$ cat src/rtl/arb_mux_n_pkg.sv
// Shared constants and helpers for the arb_mux_n registered selector.
package arb_mux_n_pkg;

   // Values of the mode input.
   localparam logic MODE_FIXED = 1'b0;
   localparam logic MODE_RR    = 1'b1;

   // Round-robin successor of a channel index: wraps from n-1 back to 0.
   function automatic int wrap_inc(input int idx, input int n);
      return (idx == n - 1) ? 0 : idx + 1;
   endfunction

endpackage : arb_mux_n_pkg

$ cat src/rtl/arb_mux_n_rr_arbiter.sv
// Grant logic for arb_mux_n: fixed-select or rotating-priority search
// starting at ptr. Purely combinational; gnt is one-hot or all-zero.
module rr_arbiter
   import arb_mux_n_pkg::*;
#(
   parameter int CHANNELS = 4,
   parameter int SELW     = $clog2(CHANNELS)
) (
   input  logic [CHANNELS-1:0] req,
   input  logic [SELW-1:0]     ptr,
   input  logic                mode,
   input  logic [SELW-1:0]     sel,
   output logic [CHANNELS-1:0] gnt,
   output logic [SELW-1:0]     g
);

   // Pick the granted channel: sel when it is requesting (fixed mode), else
   // the first requester at or after ptr in circular order (round-robin).
   always_comb begin
      logic w_found;
      int   w_idx;
      gnt     = '0;
      g       = '0;
      w_found = 1'b0;
      w_idx   = 0;
      if (mode == MODE_FIXED) begin
         // An out-of-range sel matches no channel, so nothing is granted.
         for (int i = 0; i < CHANNELS; i++) begin
            if ((sel == SELW'(i)) && req[i]) begin
               gnt[i] = 1'b1;
               g      = SELW'(i);
            end
         end
      end else begin
         for (int k = 0; k < CHANNELS; k++) begin
            w_idx = int'(ptr) + k;
            if (w_idx >= CHANNELS) begin
               w_idx = w_idx - CHANNELS;
            end
            if (!w_found && req[w_idx]) begin
               w_found    = 1'b1;
               gnt[w_idx] = 1'b1;
               g          = SELW'(w_idx);
            end
         end
      end
   end

endmodule : rr_arbiter

$ cat src/rtl/arb_mux_n.sv
// N-channel, W-bit registered selector. One word per cycle moves from the
// granted input channel into a single output register, which holds it until
// the consumer takes it.
//
// Handshake: a word moves across an interface on a rising edge where valid
// and ready are both high. Valid never waits for ready; ready may depend
// combinationally on valid. Data is held stable while valid is high and the
// word has not been taken.
module arb_mux_n
   import arb_mux_n_pkg::*;
#(
   parameter int WIDTH    = 32,
   parameter int CHANNELS = 4,
   parameter int SELW     = $clog2(CHANNELS)
) (
   input  logic                      clk,
   input  logic                      rst,
   input  logic                      mode,
   input  logic [SELW-1:0]           sel,
   input  logic [CHANNELS*WIDTH-1:0] in_data,
   input  logic [CHANNELS-1:0]       in_valid,
   output logic [CHANNELS-1:0]       in_ready,
   output logic [WIDTH-1:0]          out_data,
   output logic [SELW-1:0]           out_chan,
   output logic                      out_valid,
   input  logic                      out_ready
);

   // Fewer than two channels leaves nothing to arbitrate.
   if (CHANNELS < 2) begin : g_param_check
      $error("arb_mux_n: CHANNELS must be at least 2");
   end

   logic                r_out_valid;
   logic [WIDTH-1:0]    r_out_data;
   logic [SELW-1:0]     r_out_chan;
   logic [SELW-1:0]     r_ptr;

   logic                w_load_en;
   logic [CHANNELS-1:0] w_gnt;
   logic [SELW-1:0]     w_g;
   logic                w_xfer;
   logic [WIDTH-1:0]    w_sel_data;
   logic [SELW-1:0]     w_ptr_next;

   rr_arbiter #(
      .CHANNELS (CHANNELS),
      .SELW     (SELW)
   ) u_arb (
      .req  (in_valid),
      .ptr  (r_ptr),
      .mode (mode),
      .sel  (sel),
      .gnt  (w_gnt),
      .g    (w_g)
   );

   // The output register can take a word when it is empty or being drained.
   assign w_load_en = !r_out_valid | out_ready;

   // Ready goes only to the granted channel, and never while in reset.
   assign in_ready  = (w_load_en && !rst) ? w_gnt : '0;

   // Grant only covers requesting channels, so any ready bit means a transfer.
   assign w_xfer    = |in_ready;

   assign w_ptr_next = SELW'(wrap_inc(int'(w_g), CHANNELS));

   // One-hot AND-OR of the channel words; at most one grant bit is set.
   always_comb begin
      w_sel_data = '0;
      for (int i = 0; i < CHANNELS; i++) begin
         w_sel_data = w_sel_data | (in_data[i*WIDTH +: WIDTH] & {WIDTH{w_gnt[i]}});
      end
   end

   // Output register: load on transfer, clear valid on a drain with no refill.
   always_ff @(posedge clk) begin
      if (rst) begin
         r_out_valid <= 1'b0;
         r_out_data  <= '0;
         r_out_chan  <= '0;
      end else if (w_xfer) begin
         r_out_valid <= 1'b1;
         r_out_data  <= w_sel_data;
         r_out_chan  <= w_g;
      end else if (r_out_valid && out_ready) begin
         r_out_valid <= 1'b0;
      end
   end

   // Rotating priority pointer: advances past the winner on round-robin
   // transfers only, so fixed-mode traffic leaves it where it was.
   always_ff @(posedge clk) begin
      if (rst) begin
         r_ptr <= '0;
      end else if (w_xfer && (mode == MODE_RR)) begin
         r_ptr <= w_ptr_next;
      end
   end

   assign out_valid = r_out_valid;
   assign out_data  = r_out_data;
   assign out_chan  = r_out_chan;

endmodule : arb_mux_n

$ cat config.mk
export PLATFORM = sky130hd
export DESIGN_NAME = arb_mux_n
export DESIGN_NICKNAME = d
export VERILOG_FILES = /design/src/rtl/arb_mux_n_pkg.sv /design/src/rtl/arb_mux_n_rr_arbiter.sv /design/src/rtl/arb_mux_n.sv
export SDC_FILE = /design/constraint.sdc
export NUM_CORES = 1
export LEC_CHECK = 0
export CORE_MARGIN = 1
export CORE_UTILIZATION = 36
export CTS_CLUSTER_DIAMETER = 30
export DETAILED_ROUTE_END_ITERATION = 8
export GPL_ROUTABILITY_DRIVEN = 0
export HOLD_SLACK_MARGIN = 0.1
export PLACE_DENSITY_LB_ADDON = 0.3
export REMOVE_ABC_BUFFERS = 1
export SYNTH_ARGS = -nofsm -noshare
export SYNTH_HDL_FRONTEND = slang
export SYNTH_HIERARCHICAL = 1
export SYNTH_SLANG_ARGS = --single-unit
$ cat constraint.sdc
create_clock -name clk -period 3.7 [get_ports clk]
set_input_delay 0.74 -clock clk [delete_from_list [all_inputs] [get_ports clk]]
set_output_delay 0.74 -clock clk [all_outputs]
set_load 0.02 [all_outputs]
==> summary.txt, run 1 <==
Core Region -> 6907 µm²
CP max-delay cell -> mux4_2
First-pass GRT wire length -> 15.71 mm
Ys async rst share -> 0
Hold endpoint -> out_chan[1]
Full die area -> 7598 µm²
Post-synthesis mux area share -> 0.04983
Register-to-Register Path Depth -> 14
Worst vdd ir -> 0.0002799 V
Fin crit period -> 3.600 ns
PwrDens -> 489.0 nW/µm²
Synth area leaders -> dfxtp_1 28%, a22oi_1 19%, a311oi_1 11%
Placed insts -> 554
Post-route cell area -> 4656 µm²
Port bufs -> 176
H-tree depth -> 2
R2R Setup Slk -> 0.35 ns
Setup TNS -> 0 ns
Seq/Total Area, Yosys -> 0.2837
Largest area contributor in the netlist -> dfxtp_1
Routed vias/inst -> 5.920
CP cell instances -> dlygate4sd2_1 -> mux4_2 -> buf_4 -> nor2b_4 -> a22oi_1 -> a21oi_1 -> a221o_1 -> and3_1 -> dlygate4sd2_1
Violation count after the first detailed-routing iteration -> 197
Largest net degree at the start of global routing -> 41
DRC -> 0
CTS Buf Count -> 5
Post-Synthesis Cells -> 295
Synth Area in Compound Gates -> 0.4595
Synthesized cell area -> 2611 µm²
Overall Power -> 2.276 mW
Final Setup Violations -> 0
Grt met3 use -> 0.07109
Hold path startpoint -> out_chan[1]
Synth Area in Simple Gates -> 0.07858
Hold Buf Count CTS -> 0
Area share of the largest cell type after synthesis -> 0.2837
Post-DP Area -> 4519 µm²
Setup crit end kind -> output pin
Post-synth EDFFs -> 0
Cell family with most CP delay -> buffers and inverters
Iteration count of the initial detailed-routing pass -> 4
Worst Skew -> 0.005473 ns
Area of the multi-input gates -> 1655 µm²
Critical path buffers and inverters -> 3
Row Count -> 30
Root Driver -> clkbuf_8
R2R Path End -> out_data[9]
Bufs on Longest Clock Path -> 2
Synthesis-stage register bit count -> 37
Register Area -> 740.7 µm²
Synth warnings -> 6
Slowest stage delay, CP -> 0.55 ns
Vias -> 3345
Hold Path Class -> flip-flop to flip-flop
Initial Utilization -> 0.3781
Finished Layout Cells -> 565
Gr ovfl total -> 0
Main combinational cell family by area after synthesis -> compound AO/OA/AOI/OAI gates
Final wirelength -> 10.45 mm
I/O pin total -> 177
Worst-skew pair later-pin latency -> 0.29 ns
# fillers -> 579
Post-route ant nets -> 0
Crit path kind -> primary input to output pin
Most Used Layer, Global Route -> met2
Clock sink total -> 37
Most used DFF post-synth -> dfxtp_1
N_diodes -> 0
Worst Tran Pin Value -> 0.4952 ns
Fin crit share -> 0.9729
CP Max Fanout -> 9
Fin nets -> 615
Most used cell, CP -> dlygate4sd2_1
Pleak -> 1.664 nW
Number of antenna violations at the first check in global routing -> 0
Clk pin slew, worst setup/hold paths -> 0.07 ns
Achievable Freq -> 277.8 MHz
Vias in the first global route -> 3171
GR met2 Demand/Resource -> 0.4732
Mean Syn Cell Area -> 8.852 µm²
GRT Resource Usage Total -> 0.2680
WHS Path Cells -> 2
Final Hold Vio Count -> 0
DP HPWL -> 7.682 mm
Met1 usage -> 0.3180
Die X -> 87.17 µm
Synth-to-layout area growth -> 78.29%
Xor/xnor share of the synthesized area -> 0
RSZ-0062 raised after global routing -> false
Critical Path RT -> 2.96 ns
FF-to-FF Start -> r_ptr[0]
Outcome -> completed
TritonCTS clock tree -> built
Worst EP arrival -> 2.86 ns
Rel. slew slack -> 0.6699
Post-synthesis adder-cell area fraction -> 0.04312
Share of post-route cells with drive strength above 1 -> 0.1087
Max-slew violation count -> 0
Crit path launch type -> primary input
Max-cap violations -> 0
Distinct cells, synth -> 38
WL/cell -> 18.50 µm
Post-layout util -> 0.6741
DIE HEIGHT -> 87.17 µm
-- cell usage in the layout (no fill, tap or decap), types with 4 or more instances in the layout --
master / n
a21oi_1: 11
a22oi_1: 67
a311oi_1: 34
a31oi_1: 32
and3_1: 4
buf_4: 27
clkbuf_8: 6
clkdlybuf4s50_1: 168
dfxtp_1: 37
dlygate4sd2_1: 7
ha_1: 8
inv_1: 9
mux2i_1: 4
nand2_1: 4
o21ai_0: 7
-- routing by layer --
metal	wire length (µm)	up-vias	share of wire
met5	0	-	0
met4	179	0	0.017
met3	825	15	0.079
met2	5338	152	0.51
met1	4110	1597	0.39
li1	-	1581	-
-- worst min-delay path, cell delays in order (launching register included) --
cell     delay [ns]
dfxtp_1        0.32
o31ai_1        0.06
a21oi_1        0.06
-- power breakdown --
| part | switching (mW) | internal [mW] | leakage [nW] |
|---|---|---|---|
| sequential | 0.0450 | 0.490 | 0.305 |
| clock | 0.155 | 0.219 | 0.0574 |
| combinational | 0.707 | 0.660 | 1.30 |
-- cell usage after synthesis (3+ instances only) --
master     n
buf_6      5
clkbuf_1  27
and3_1     4
dfxtp_1   37
mux2i_1    4
a31oi_1   32
nor2b_1    3
buf_2      4
nor3_1     3
mux4_2     3
a311oi_1  34
nand2_1    4
a21oi_1   11
nor2_1     3
ha_1       9
a22oi_1   67
o21ai_0    7
inv_1      9
o211ai_1   3
-- worst max-delay path by stage --
stage                            from          end  slack (ns)  cells after the start
after detailed placement  in_valid[3]  in_ready[3]       -0.32                      8
after floorplan              r_ptr[0]  out_data[0]       -1.84                      9
after CTS                 in_valid[3]  in_ready[1]        0.12                      9
after global routing      in_valid[3]  in_ready[2]        0.02                      9
after global placement    in_valid[3]  in_ready[3]       -0.28                      8
final                     in_valid[3]  in_ready[2]        0.10                      9
-- stage by stage --
step	hold slack (ns)	setup WS [ns]
after global routing	0.5052	0.01511
after CTS	0.4903	0.1208
final	0.4896	0.1002
after floorplan	0.5417	-1.836
after detailed placement	0.4787	-0.3187
after global placement	0.4652	-0.2772
-- final cells by class --
class                   instances  share of cell area
inverters                       9            0.007256
multi-input cells             211              0.3555
well taps                      96             0.02580
flip-flops and latches         37              0.1591
repair buffers                204              0.4265
clock buffers                   6             0.01774
clock inverters                 2            0.008062
-- registers in the layout, indices dropped and copies added (netlist names) --
register / flops
out_data: 32
out_chan: 2
r_ptr: 2
out_valid: 1
-- cells by family (layout without fill, tap and decap cells) --
| family | count (synthesis) | after routing |
|---|---|---|
| AOI/OAI and AO/OA | 164 | 164 |
| muxes | 9 | 9 |
| adders and majority gates | 9 | 9 |
| buffers and inverters | 47 | 221 |
| DFF | 37 | 37 |
| and+or+nand+nor | 29 | 29 |
-- what timing repair did --
action / CTS / global route
buffers inserted: 3 / 0
resized for setup: 7 / 1
setup endpoints to repair: 3 / 3
(Power assumes the default switching activity.)
==> run 2, diff against run 1 <==
--- a/config.mk
+++ b/config.mk
@@ -12,7 +12,6 @@
 export GPL_ROUTABILITY_DRIVEN = 0
 export HOLD_SLACK_MARGIN = 0.1
 export PLACE_DENSITY_LB_ADDON = 0.3
-export REMOVE_ABC_BUFFERS = 1
 export SYNTH_ARGS = -nofsm -noshare
 export SYNTH_HDL_FRONTEND = slang
 export SYNTH_HIERARCHICAL = 1
==> run 2 against run 1 <==
Against the previous run:
- via count rose by 1.1%
- fmax rose by 2.5%
- largest power group unchanged
- count of clock-buffer cells in the layout rose by 1
- utilization barely moved
- sequential share of layout area barely moved
- first-iteration DRC count rose by 14%
- combinational power barely moved
- clock power fell by 3%
- critical path depth fell by 1
==> summary.txt, run 2 (synthesis results as in run 1) <==
Worst Tran Pin Value -> 0.4528 ns (was 0.4952 ns)
Most frequent cells in the layout -> 167 x clkdlybuf4s50_1, 67 x a22oi_1, 37 x dfxtp_1 (was 168 x clkdlybuf4s50_1, 67 x a22oi_1, 37 x dfxtp_1)
CTS Buf Count -> 5 (unchanged)
Gr ovfl total -> 0 (unchanged)
R2R Setup Slk -> 0.30 ns (was 0.35 ns)
Logic pwr share -> 0.605 (was 0.601)
Worst Hold Slack -> 0.4780 ns (was 0.4896 ns)
Rel. slew slack -> 0.6981 (was 0.6699)
Share of post-route cells with drive strength above 1 -> 0.1113 (was 0.1087)
Max-cap violations -> 0 (unchanged)
Vias -> 3383 (was 3345)
N_diodes -> 0 (unchanged)
GRT Resource Usage Total -> 0.2674 (was 0.2680)
Worst-skew pair later-pin latency -> 0.28 ns (was 0.29 ns)
Hold Buf Count CTS -> 0 (unchanged)
Final Hold Vio Count -> 0 (unchanged)
Register-to-Register Path Depth -> 12 (was 14)
Full die area -> 7598 µm² (unchanged)
Clock sink total -> 37 (unchanged)
Most used cell, CP -> dlygate4sd2_1 (unchanged)
Initial Utilization -> 0.3781 (unchanged)
Final wirelength -> 10.49 mm (was 10.45 mm)
Setup crit end kind -> output pin (unchanged)
R2R Path End -> r_ptr[1] (was out_data[9])
Postcts setup bufs -> 0 (was 3)
DP HPWL -> 7.462 mm (was 7.682 mm)
Synth-to-layout area growth -> 78.20% (was 78.29%)
Worst vdd ir -> 0.0002043 V (was 0.0002799 V)
Share of power burned in registers -> 0.237 (was 0.235)
Fin crit share -> 0.9494 (was 0.9729)
CP cell instances -> dlygate4sd2_1 -> mux4_2 -> nor2b_4 -> a22oi_1 -> a21oi_1 -> a211o_1 -> and3_1 -> dlygate4sd2_1 (was dlygate4sd2_1 -> mux4_2 -> buf_4 -> nor2b_4 -> a22oi_1 -> a21oi_1 -> a221o_1 -> and3_1 -> dlygate4sd2_1)
Crit path launch type -> primary input (unchanged)
Outcome -> completed (unchanged)
Slowest stage delay, CP -> 0.54 ns (was 0.55 ns)
Setup TNS -> 0 ns (unchanged)
Crit path kind -> primary input to output pin (unchanged)
Critical path buffers and inverters -> 2 (was 3)
TritonCTS clock tree -> built (unchanged)
Worst Skew -> 0.005092 ns (was 0.005473 ns)
WL/cell -> 18.63 µm (was 18.50 µm)
Achievable Freq -> 284.7 MHz (was 277.8 MHz)
DIE HEIGHT -> 87.17 µm (unchanged)
Iteration count of the initial detailed-routing pass -> 5 (was 4)
RSZ-0062 raised after global routing -> false (unchanged)
H-tree depth -> 2 (unchanged)
Dpl ws -> -0.3449 ns (was -0.3187 ns)
Violation count after the first detailed-routing iteration -> 225 (was 197)
Commonest non-fill, non-tap cell in the layout -> clkdlybuf4s50_1 (unchanged)
Net Switching -> 0.9056 mW (was 0.9075 mW)
WHS Path Cells -> 2 (unchanged)
Die X -> 87.17 µm (unchanged)
Clock Power Share -> 0.159 (was 0.164)
Int Pwr -> 1.368 mW (was 1.369 mW)
Pleak -> 1.665 nW (was 1.664 nW)
Critical Path RT -> 2.96 ns (about the same)
DRC -> 0 (unchanged)
Final Setup Violations -> 0 (unchanged)
Worst EP arrival -> 2.77 ns (was 2.86 ns)
First-pass GRT wire length -> 15.82 mm (was 15.71 mm)
Largest register FFs -> 32 (unchanged)
PwrDens -> 488.7 nW/µm² (was 489.0 nW/µm²)
CP Max Fanout -> 7 (was 9)
Bufs on Longest Clock Path -> 2 (unchanged)
Cell family with most CP delay -> buffers and inverters (unchanged)
Fin crit period -> 3.513 ns (was 3.600 ns)
Hold Path Class -> flip-flop to flip-flop (unchanged)
Routed vias/inst -> 6.009 (was 5.920)
I/O pin total -> 177 (unchanged)
Post-route ant nets -> 0 (unchanged)
CP max-delay cell -> mux4_2 (unchanged)
Row Count -> 30 (unchanged)
Synthesized Nets -> 442
Net Sw Frac -> 0.3982 (was 0.3986)
Number of antenna violations at the first check in global routing -> 0 (unchanged)
Port bufs -> 176 (unchanged)
Max-slew violation count -> 0 (unchanged)
Finished Layout Cells -> 563 (was 565)
Clk pin slew, worst setup/hold paths -> 0.07 ns (about the same)
Root Driver -> clkbuf_8 (unchanged)
FF-to-FF Start -> r_ptr[1] (was r_ptr[0])
Hold path startpoint -> out_chan[0] (was out_chan[1])
Overall Power -> 2.274 mW (was 2.276 mW)
Hold endpoint -> out_chan[0] (was out_chan[1])
Largest net degree at the start of global routing -> 41 (unchanged)
Core Region -> 6907 µm² (unchanged)
Placed insts -> 555 (was 554)
Fin nets -> 613 (was 615)
Worst setup margin -> 0.1870 ns (was 0.1002 ns)
Vias in the first global route -> 3203 (was 3171)
[run 2: power groups by stage]
stage,combinational [mW],sequential [mW],clock (mW)
detailed placement,1.35,0.546,0
finish,1.38,0.538,0.361
floorplan,0.675,0.654,0
CTS,1.36,0.538,0.365
global placement,1.33,0.544,0
global route,1.46,0.549,0.382
[run 2: layout make-up]
class	instances	area, µm²
Clock buffer	7	86.33
Clock inverter	1	30.03
Fill cell	578	2253
Inverter	9	33.78
Multi-Input combinational cell	211	1668
Sequential cell	37	740.7
Tap cell	96	120.1
Timing Repair Buffer	202	1974
[run 2: timing repair]
action / in CTS / in global routing
setup endpoints to repair: 4 / 30
endpoints found under the hold margin: 0 / 0
resized for setup: 11 / 4
[run 2: through the flow]
stage / instance area, µm² / utilization
6_report: 4653 / 0.6737
5_1_grt: 4653 / 0.6737
4_1_cts: 4642 / 0.6721
3_5_place_dp: 4527 / 0.6554
3_3_place_gp: 4527 / 0.6554
2_1_floorplan: 2611 / -
[run 2: worst reg2reg max path, delay by kind of cell (launching register included)]
kind,cells,cell delay [ns]
and+or+nand+nor,2,0.40
AOI/OAI and AO/OA,4,0.90
DFF,1,0.33
buffers and inverters,4,0.76
muxes,1,0.45
adders and majority gates,1,0.45
[run 2: worst max-delay path by stage]
stage | depth (start not counted) | to | slack [ns] | startpoint
after floorplan | 11 | in_ready[3] | 0.24 | r_ptr[0]
after global placement | 8 | in_ready[3] | -0.23 | in_valid[3]
after detailed placement | 8 | in_ready[3] | -0.34 | in_valid[0]
after CTS | 8 | in_ready[0] | 0.001 | in_valid[2]
after global routing | 9 | in_ready[3] | 0.1 | r_ptr[1]
final | 8 | in_ready[0] | 0.19 | in_valid[0]
[run 2: routing by layer]
metal / wire (µm) / GRT usage
met1: 4114 / 0.3200
met2: 5336 / 0.4782
met3: 733 / 0.04645
met4: 304 / 0.09836
met5: 0 / 0
